### src/rtl/sfr_regfile_p.sv
// 8051 SFR file: ACC, B, PSW, SP and NUM_PORTS port latches, pin synchronisers, registered byte/bit reads (1 cycle).
// Optional DPL/DPH pair with hardware increment is enabled by defining SFR_DPTR_EN.
module sfr_regfile_p #(
  parameter int         NUM_PORTS   = 4,
  parameter int         SYNC_STAGES = 2,
  parameter logic [7:0] SP_RESET    = 8'h07
) (
  input  logic                   clock,
  input  logic                   reset,
  input  logic [7:0]             addr,
  input  logic [7:0]             data_in,
  input  logic                   bit_in,
  input  logic                   write_en,
  input  logic                   write_bit_en,
  input  logic                   rmw,
  input  logic                   cy_in,
  input  logic                   ac_in,
  input  logic                   ov_in,
  input  logic [1:0]             psw_set,
  input  logic                   sp_push,
  input  logic                   sp_pop,
  input  logic                   dptr_inc,
  input  logic [8*NUM_PORTS-1:0] pin_in,
  output logic [8*NUM_PORTS-1:0] port_out,
  output logic [7:0]             data_out,
  output logic                   bit_out,
  output logic [7:0]             acc,
  output logic [7:0]             b,
  output logic [7:0]             sp,
  output logic [15:0]            dptr,
  output logic                   cy,
  output logic                   ac,
  output logic                   ov,
  output logic [1:0]             bank_sel,
  output logic                   parity
);
  localparam int         PW    = 8 * NUM_PORTS;
  localparam logic [7:0] A_ACC = 8'hE0;
  localparam logic [7:0] A_B   = 8'hF0;
  localparam logic [7:0] A_PSW = 8'hD0;
  localparam logic [7:0] A_SP  = 8'h81;
  localparam logic [7:0] A_DPL = 8'h82;
  localparam logic [7:0] A_DPH = 8'h83;

  logic [7:0] acc_q, acc_d, b_q, b_d, sp_q, sp_d;
  logic [7:1] psw_q, psw_d;  // PSW[0] is never stored: it is always the live ACC parity
  logic [PW-1:0] port_q, port_d;
  logic [SYNC_STAGES-1:0][PW-1:0] sync_q, sync_d;
  logic [7:0] data_out_q, data_out_d;
  logic       bit_out_q, bit_out_d;
  logic [7:0] dpl_q, dpl_d, dph_q, dph_d;

  logic          par;
  logic [PW-1:0] pin_sync;
  assign par      = ^acc_q;
  assign pin_sync = sync_q[SYNC_STAGES-1];

  function automatic logic [7:0] port_addr(input int n);
    return 8'h80 + 8'(n * 16);
  endfunction

  // Byte view of the register file; use_latch selects port latch versus synchronised pins.
  function automatic logic [7:0] rd_byte(input logic [7:0] a, input logic use_latch);
    logic [7:0] v;
    v = 8'h00;
    case (a)
      A_ACC: v = acc_q;
      A_B:   v = b_q;
      A_PSW: v = {psw_q, par};
      A_SP:  v = sp_q;
`ifdef SFR_DPTR_EN
      A_DPL: v = dpl_q;
      A_DPH: v = dph_q;
`endif
      default: begin
        for (int n = 0; n < NUM_PORTS; n++)
          if (a == port_addr(n)) v = use_latch ? port_q[8*n +: 8] : pin_sync[8*n +: 8];
      end
    endcase
    return v;
  endfunction

  logic [7:0] bit_byte, wr_addr, wr_val, bit_rd;
  logic       bit_wr, wr_go, psw_hit;

  always_comb begin
    acc_d  = acc_q;
    b_d    = b_q;
    psw_d  = psw_q;
    sp_d   = sp_q;
    port_d = port_q;
    dpl_d  = dpl_q;
    dph_d  = dph_q;

    bit_byte = {addr[7:3], 3'b000};
    bit_wr   = write_bit_en & ~write_en;
    wr_go    = write_en | bit_wr;
    wr_addr  = write_en ? addr : bit_byte;
    // Bit writes are read-modify-write of the latch value; only multiples of 8 are reachable,
    // which is exactly the bit-addressable set, so unmapped targets fall through the case.
    wr_val   = rd_byte(bit_byte, 1'b1);
    wr_val[addr[2:0]] = bit_in;
    if (write_en) wr_val = data_in;

    if (sp_push && !sp_pop)      sp_d = sp_q + 8'd1;
    else if (sp_pop && !sp_push) sp_d = sp_q - 8'd1;
`ifdef SFR_DPTR_EN
    {dph_d, dpl_d} = {dph_q, dpl_q} + {15'd0, dptr_inc};
`endif

    if (wr_go) begin
      case (wr_addr)
        A_ACC: acc_d = wr_val;
        A_B:   b_d   = wr_val;
        A_PSW: psw_d = wr_val[7:1];
        A_SP:  sp_d  = wr_val;
`ifdef SFR_DPTR_EN
        A_DPL: dpl_d = wr_val;
        A_DPH: dph_d = wr_val;
`endif
        default: begin
          for (int n = 0; n < NUM_PORTS; n++)
            if (wr_addr == port_addr(n)) port_d[8*n +: 8] = wr_val;
        end
      endcase
    end

    psw_hit = wr_go && (wr_addr == A_PSW);
    if (!psw_hit) begin
      case (psw_set)
        2'b01: psw_d[7] = cy_in;
        2'b10: begin psw_d[7] = cy_in; psw_d[2] = ov_in; end
        2'b11: begin psw_d[7] = cy_in; psw_d[6] = ac_in; psw_d[2] = ov_in; end
        default: ;
      endcase
    end

    sync_d[0] = pin_in;
    for (int i = 1; i < SYNC_STAGES; i++) sync_d[i] = sync_q[i-1];

    data_out_d = rd_byte(addr, rmw);
    bit_rd     = rd_byte(bit_byte, rmw);
    bit_out_d  = bit_rd[addr[2:0]];
  end

  always_ff @(posedge clock) begin
    if (reset) begin
      acc_q      <= 8'h00;
      b_q        <= 8'h00;
      psw_q      <= 7'h00;
      sp_q       <= SP_RESET;
      port_q     <= '1;
      sync_q     <= '1;
      data_out_q <= 8'h00;
      bit_out_q  <= 1'b0;
      dpl_q      <= 8'h00;
      dph_q      <= 8'h00;
    end else begin
      acc_q      <= acc_d;
      b_q        <= b_d;
      psw_q      <= psw_d;
      sp_q       <= sp_d;
      port_q     <= port_d;
      sync_q     <= sync_d;
      data_out_q <= data_out_d;
      bit_out_q  <= bit_out_d;
      dpl_q      <= dpl_d;
      dph_q      <= dph_d;
    end
  end

`ifdef SFR_DPTR_EN
  assign dptr = {dph_q, dpl_q};
`else
  logic [16:0] unused_dptr;
  assign unused_dptr = {dptr_inc, dph_q, dpl_q};
  assign dptr        = 16'h0000;
`endif

  assign port_out = port_q;
  assign data_out = data_out_q;
  assign bit_out  = bit_out_q;
  assign acc      = acc_q;
  assign b        = b_q;
  assign sp       = sp_q;
  assign cy       = psw_q[7];
  assign ac       = psw_q[6];
  assign ov       = psw_q[2];
  assign bank_sel = psw_q[4:3];
  assign parity   = par;
endmodule

### config.mk
export PLATFORM = sky130hd
export DESIGN_NAME = sfr_regfile_p
export DESIGN_NICKNAME = d
export VERILOG_FILES = /design/src/rtl/sfr_regfile_p.sv
export SDC_FILE = /design/constraint.sdc
export NUM_CORES = 1
export LEC_CHECK = 0
export CAP_MARGIN = 20
export CORE_UTILIZATION = 52
export CTS_BUF_LIST = sky130_fd_sc_hd__clkbuf_2 sky130_fd_sc_hd__clkbuf_4 sky130_fd_sc_hd__clkbuf_8
export CTS_CLUSTER_DIAMETER = 120
export DETAILED_ROUTE_END_ITERATION = 8
export PLACE_DENSITY = 0.86
export SETUP_SLACK_MARGIN = 0.1
export SKIP_CTS_REPAIR_TIMING = 1
export SLEW_MARGIN = 20
export SYNTH_ARGS = -nofsm -noshare
export SYNTH_HDL_FRONTEND = slang
export SYNTH_SLANG_ARGS = --single-unit
### constraint.sdc
create_clock -name clock -period 3.23 [get_ports clock]
set_input_delay 0.646 -clock clock [delete_from_list [all_inputs] [get_ports clock]]
set_output_delay 0.646 -clock clock [all_outputs]
set_load 0.005 [all_outputs]
Yosys cells after proc, flatten, opt, wreduce, memory -nomap -nowiden
Index checks and enable logic that the tools add are counted.
{"block": "totals", "reg_bits": 136, "in_bits": 62, "out_inout_bits": 87, "wordCells": 101}
{"block": "classes", "add_sub_neg": 2, "n_lt_le_gt_ge": 2, "n_eq_ne": 26, "mux": 37, "bitwise_logic": 4, "n_reduce_logical": 17}
{"op": "$mux 8", "count": 21}
{"op": "$eq 8x8->1 const B", "count": 16}
{"op": "$pmux 8 s3", "count": 2}
{"op": "$eq 5x5->1 const B", "count": 7}
{"op": "$pmux 8 s4", "count": 1}
{"op": "$mux 7", "count": 2}
{"op": "$reduce_and 3->1", "count": 4}
{"op": "$add 8x1->8 const B", "count": 1}
{"op": "$bwmux 8", "count": 1}
{"op": "$reduce_xor 8->1", "count": 1}
{"op": "$sub 8x1->8 const B", "count": 1}
{"op": "$mux 1", "count": 6}
{"op": "$reduce_and 2->1", "count": 3}
{"op": "$eq 2x2->1 const B", "count": 2}
{"op": "$logic_and 1x1->1", "count": 4}
{"op": "$lt 3x4->1 const B", "count": 1}
{"op": "$reduce_or 4->1", "count": 1}
{"op": "$bmux 1 s3", "count": 1}
{"op": "$demux 1 s3", "count": 1}
{"op": "$ge 3x1->1 const B", "count": 1}
{"op": "$mux 3", "count": 1}
{"op": "$reduce_or 3->1", "count": 1}
{"op": "$eq 2x1->1 const B", "count": 1}
{"op": "$logic_not 1->1", "count": 2}
{"op": "other kinds (5)", "count": 6}

Logic depth before layout (Yosys ltp)
{"block": "depth", "word_depth": 12, "mapped_depth": 9, "depth_no_buf": 7}

Least setup slack after synthesis
OpenSTA, ideal clock, no wires.
{"block": "synth_timing", "path_type": "input port to flip-flop", "startpoint": "in addr[6]", "endpoint": "reg acc_q[4] (netlist: acc[4])", "setup_time_ns": 0.080, "arrival_ns": 2.489, "required_ns": 3.150, "path_slack_ns": 0.662, "cell_stages": 8, "path_buffers": 2, "path_cell_list": "buf_4 or4b_4 buf_6 o32ai_2 o221ai_1 a221o_1 and2_4 a211oi_2"}
{"block": "synth_via", "elab_chain_cells": 8}
{"element": "start: declaration", "line": "10", "text": "input logic [7:0] addr,"}
{"element": "$eq 5x5->1", "line": "77", "text": "if (a == port_addr(n)) v = use_latch ? port_q[8*n +: 8] : pin_sync[8*n +: 8];"}
{"element": "$mux 8 (4 in a row)", "line": "77"}
{"element": "$pmux 8 s3", "line": "66", "text": "case (a)"}
{"element": "$bwmux 8", "line": "102", "text": "wr_val[addr[2:0]] = bit_in;"}
{"element": "$mux 8", "line": "103", "text": "if (write_en) wr_val = data_in;"}
{"element": "end signal: assignment", "line": "148", "text": "acc_q <= 8'h00;"}
{"element": "end signal: assignment", "line": "159", "text": "acc_q <= acc_d;"}
{"element": "end: declaration", "line": "45", "text": "logic [7:0] acc_q, acc_d, b_q, b_d, sp_q, sp_d;"}
Several ways; a longest one is shown, not always the timed one.
A chain may end at the register's enable or synchronous reset.

Final worst setup path
{"block": "layout_timing", "startpoint": "in addr[5]", "endpoint": "reg b_q[6] (netlist: b[6])"}
{"block": "layout_via", "elab_chain_cells": 8}
{"element": "$eq 5x5->1", "line": "77"}
{"element": "$mux 8 (4 in a row)", "line": "77"}
{"element": "$pmux 8 s3", "line": "66"}
{"element": "$bwmux 8", "line": "102"}
{"element": "$mux 8", "line": "103"}
{"element": "end signal: assignment", "line": "149", "text": "b_q <= 8'h00;"}
{"element": "end signal: assignment", "line": "160", "text": "b_q <= b_d;"}
{"element": "end: declaration", "line": "45"}
Several ways; a longest one is shown, not always the timed one.

==> impl_results.md <==
* Final WL at 20000 um
* Sequential power share at 48.7%
* Non-filler cells in the finished layout at 1065
* CTS tree: yes
* Placed cell area at 8220 um2
* DR pass1 iterations at 5
* Detailed placer's ending HPWL at 14800 um
* HP Class: reg -> reg
* Final Hold Vio Count at 0
* Max Slew Vio Count at 0
* Share of cells above drive strength 1 at 22.9%
* Drt via density at 5.59
* Max frequency at 345 MHz
* Placed cells at 1034
* Share of total power in combinational logic at 12.6%
* Total power at 3.63 mW
* DRT iter0 DRCs at 465
* NumNets Final at 949
* Reg-to-Reg Start: port_out[14]
* Die height at 114 um
* Congestion Overflow GR at 0
* Setup crit end kind: flop
* # rows at 40
* P_sw at 0.956 mW
* IO buf count at 131
* Lkg Pwr at 3.32 nW
* CP max FO at 5
* Synthesis-stage register bit count at 136
* Setup-failing EPs final at 0
* Max Cap Viol at 0
* Area Growth Syn to Fin at 33.1%
* Syn Inst Count at 729
* Crit path from: addr[5]
* Layout Skew at 13.7 ps
* Initial core utilization at 53.7%
* Rel. slew slack at 47.6%
* Worst Path Arrival at 3270 ps
* CTS buffer count at 17
* Power density cells at 421 nW/um2
* Unrepaired setup endpoints after global routing: no
* Global-route wire length before repair at 30500 um
* Avg Inst Size Synth at 8.88 um2
* Net Sw Frac at 26.4%
* Most frequent cells in the layout: dfxtp_1 (136), clkdlybuf4s50_1 (130), nor2_1 (85), or2_2 (81), nand2_1 (56)
* Startpoint Class: input pin
* Final min period at 2900 ps
* Core ar. at 12100 um2
* Status: complete, no violations
* Period utilization at 89.7%
* Critical Path RT at 3600 ps
* Commonest non-fill, non-tap cell in the layout: dfxtp_1
* Setup TNS at 0 ps
* Worst slew pin tran at 785 ps
* Synth warn at 0
* Largest net degree at the start of global routing at 117
* I/O pin cnt at 149
* Part of the power in the clock network at 38.8%
* Hold Crit Start: sync_d[55]
* Post-synth cell types at 70
* Clock sink count at 136
* Post-route ant nets at 0
* Via count at 5956
* Die W at 114 um
* Total Routing Usage GR at 31.6%
* CTS HTree Levels at 4
* Final Cell Area at 8620 um2
* # DRC at 0
* Crit path kind: in -> reg
* Worst hold slack at 409 ps
* Die ar. at 12900 um2
* Async S/R FF share, synth at 0%
* Vias in the first global route at 5704
* Top_reg_cell synth: dfxtp_1
* Diodes inserted at 0
* Worst-Skew Late Latency at 470 ps
* Initial antenna violation count at 0
* CTS clk-pin slew, worst paths at 80 ps
* Seq/Total Area, Yosys at 42.0%
* Clk buf depth at 2
* Worst VDD drop at 364 uV
* Clock root cell: clkbuf_8
* WL per Instance at 18.8 um
* Post-synth EDFFs at 0
* Post-Synthesis Cell Area at 6470 um2
* Gp weighted congestion at 0.894
* Internal at 2.67 mW
==> worst max-delay path, stage by stage <==
cell and delay [ps]:
clkdlybuf4s50_1 480, or4b_4 610, o32ai_1 390, o221ai_1 180
a311o_1 480, and2_1 220, a211oi_1 250
==> power by group through the flow <==
stage / registers [mW] / logic (mW) / clock network (mW)
finish: 1.76 / 0.456 / 1.41
detailed placement: 1.80 / 0.448 / 0
global placement: 1.80 / 0.436 / 0
CTS: 1.76 / 0.452 / 1.43
floorplan: 1.79 / 0.248 / 0
global route: 1.77 / 0.488 / 1.50
==> cells in the mapped netlist (4+ instances only) <==
library cell	count	area, um2
a211oi_2	9	113
o32ai_2	4	65.1
nand2_1	56	210
or2_2	81	507
mux2_2	6	67.6
nand3_1	6	30.0
and2_1	9	56.3
o22ai_1	8	50.1
nor2_1	85	319
clkbuf_1	31	116
and3_1	13	81.3
inv_1	20	75.1
a21oi_1	26	130
nor3_1	10	50.1
o211ai_1	9	67.6
mux4_2	4	90.1
o32ai_1	8	70.1
buf_2	11	55.1
dfxtp_1	136	2720
buf_4	20	150
nand2b_1	4	25.0
o21ai_0	22	110
mux2i_1	29	290
o221ai_1	7	61.3
xnor2_1	12	105
a211oi_1	14	105
nor2b_1	5	31.3
a31oi_1	19	119
==> sequential cells by signal, summed over array words and instances (netlist names) <==
name,cells
sp,8
pin_sync,32
sync_d,32
data_out,8
bit_out,1
psw_q,7
port_out,32
b,8
acc,8
==> per-stage QoR <==
| stage | setup slack, ps | util, % |
|---|---|---|
| finish | 332 | 71.4 |
| global route | 256 | 71.4 |
| CTS | 351 | 71.4 |
| detailed placement | -119 | 68.2 |
| global placement | -130 | 68.2 |
| floorplan | 662 | - |
==> routing by layer <==
| metal | GRT usage [%] | share of wire (%) |
|---|---|---|
| met1 | 40.6 | 43 |
| met3 | 5.63 | 6.4 |
| met2 | 51.8 | 48 |
| met4 | 14.3 | 2.6 |
| met5 | 0 | 0 |
==> final timing paths <==
path	slack, ps	endpoint	cells after the start
max	330	b[6]	7
max reg2reg	1120	b[6]	6
min	410	pin_sync[23]	1
min reg2reg	410	pin_sync[23]	1
==> cells by family (layout without fill, tap and decap cells) <==
logic type	count (synthesis)	count (layout)	share of synthesized area, %
AO/OA/AOI/OAI	162	162	19.2
flip-flops	136	136	42.0
adder cells (fa/ha/maj)	2	2	0.386
other	1	16	0.0579
multiplexers	39	39	6.92
buffers and inverters	86	239	6.59
XOR/XNOR	14	14	1.89
AND/OR/NAND/NOR	289	289	22.9
==> final cells by class <==
| cell class | count | area [um2] |
|---|---|---|
| Tap cell | 168 | 210 |
| Clock buffer | 18 | 248 |
| Clock inverter | 13 | 145 |
| Multi-Input combinational cell | 522 | 3380 |
| Sequential cell | 136 | 2720 |
| Inverter | 20 | 75.1 |
| Timing Repair Buffer | 188 | 1830 |
| Fill cell | 901 | 3440 |
No activity file was read; power rests on OpenSTA's default activity.
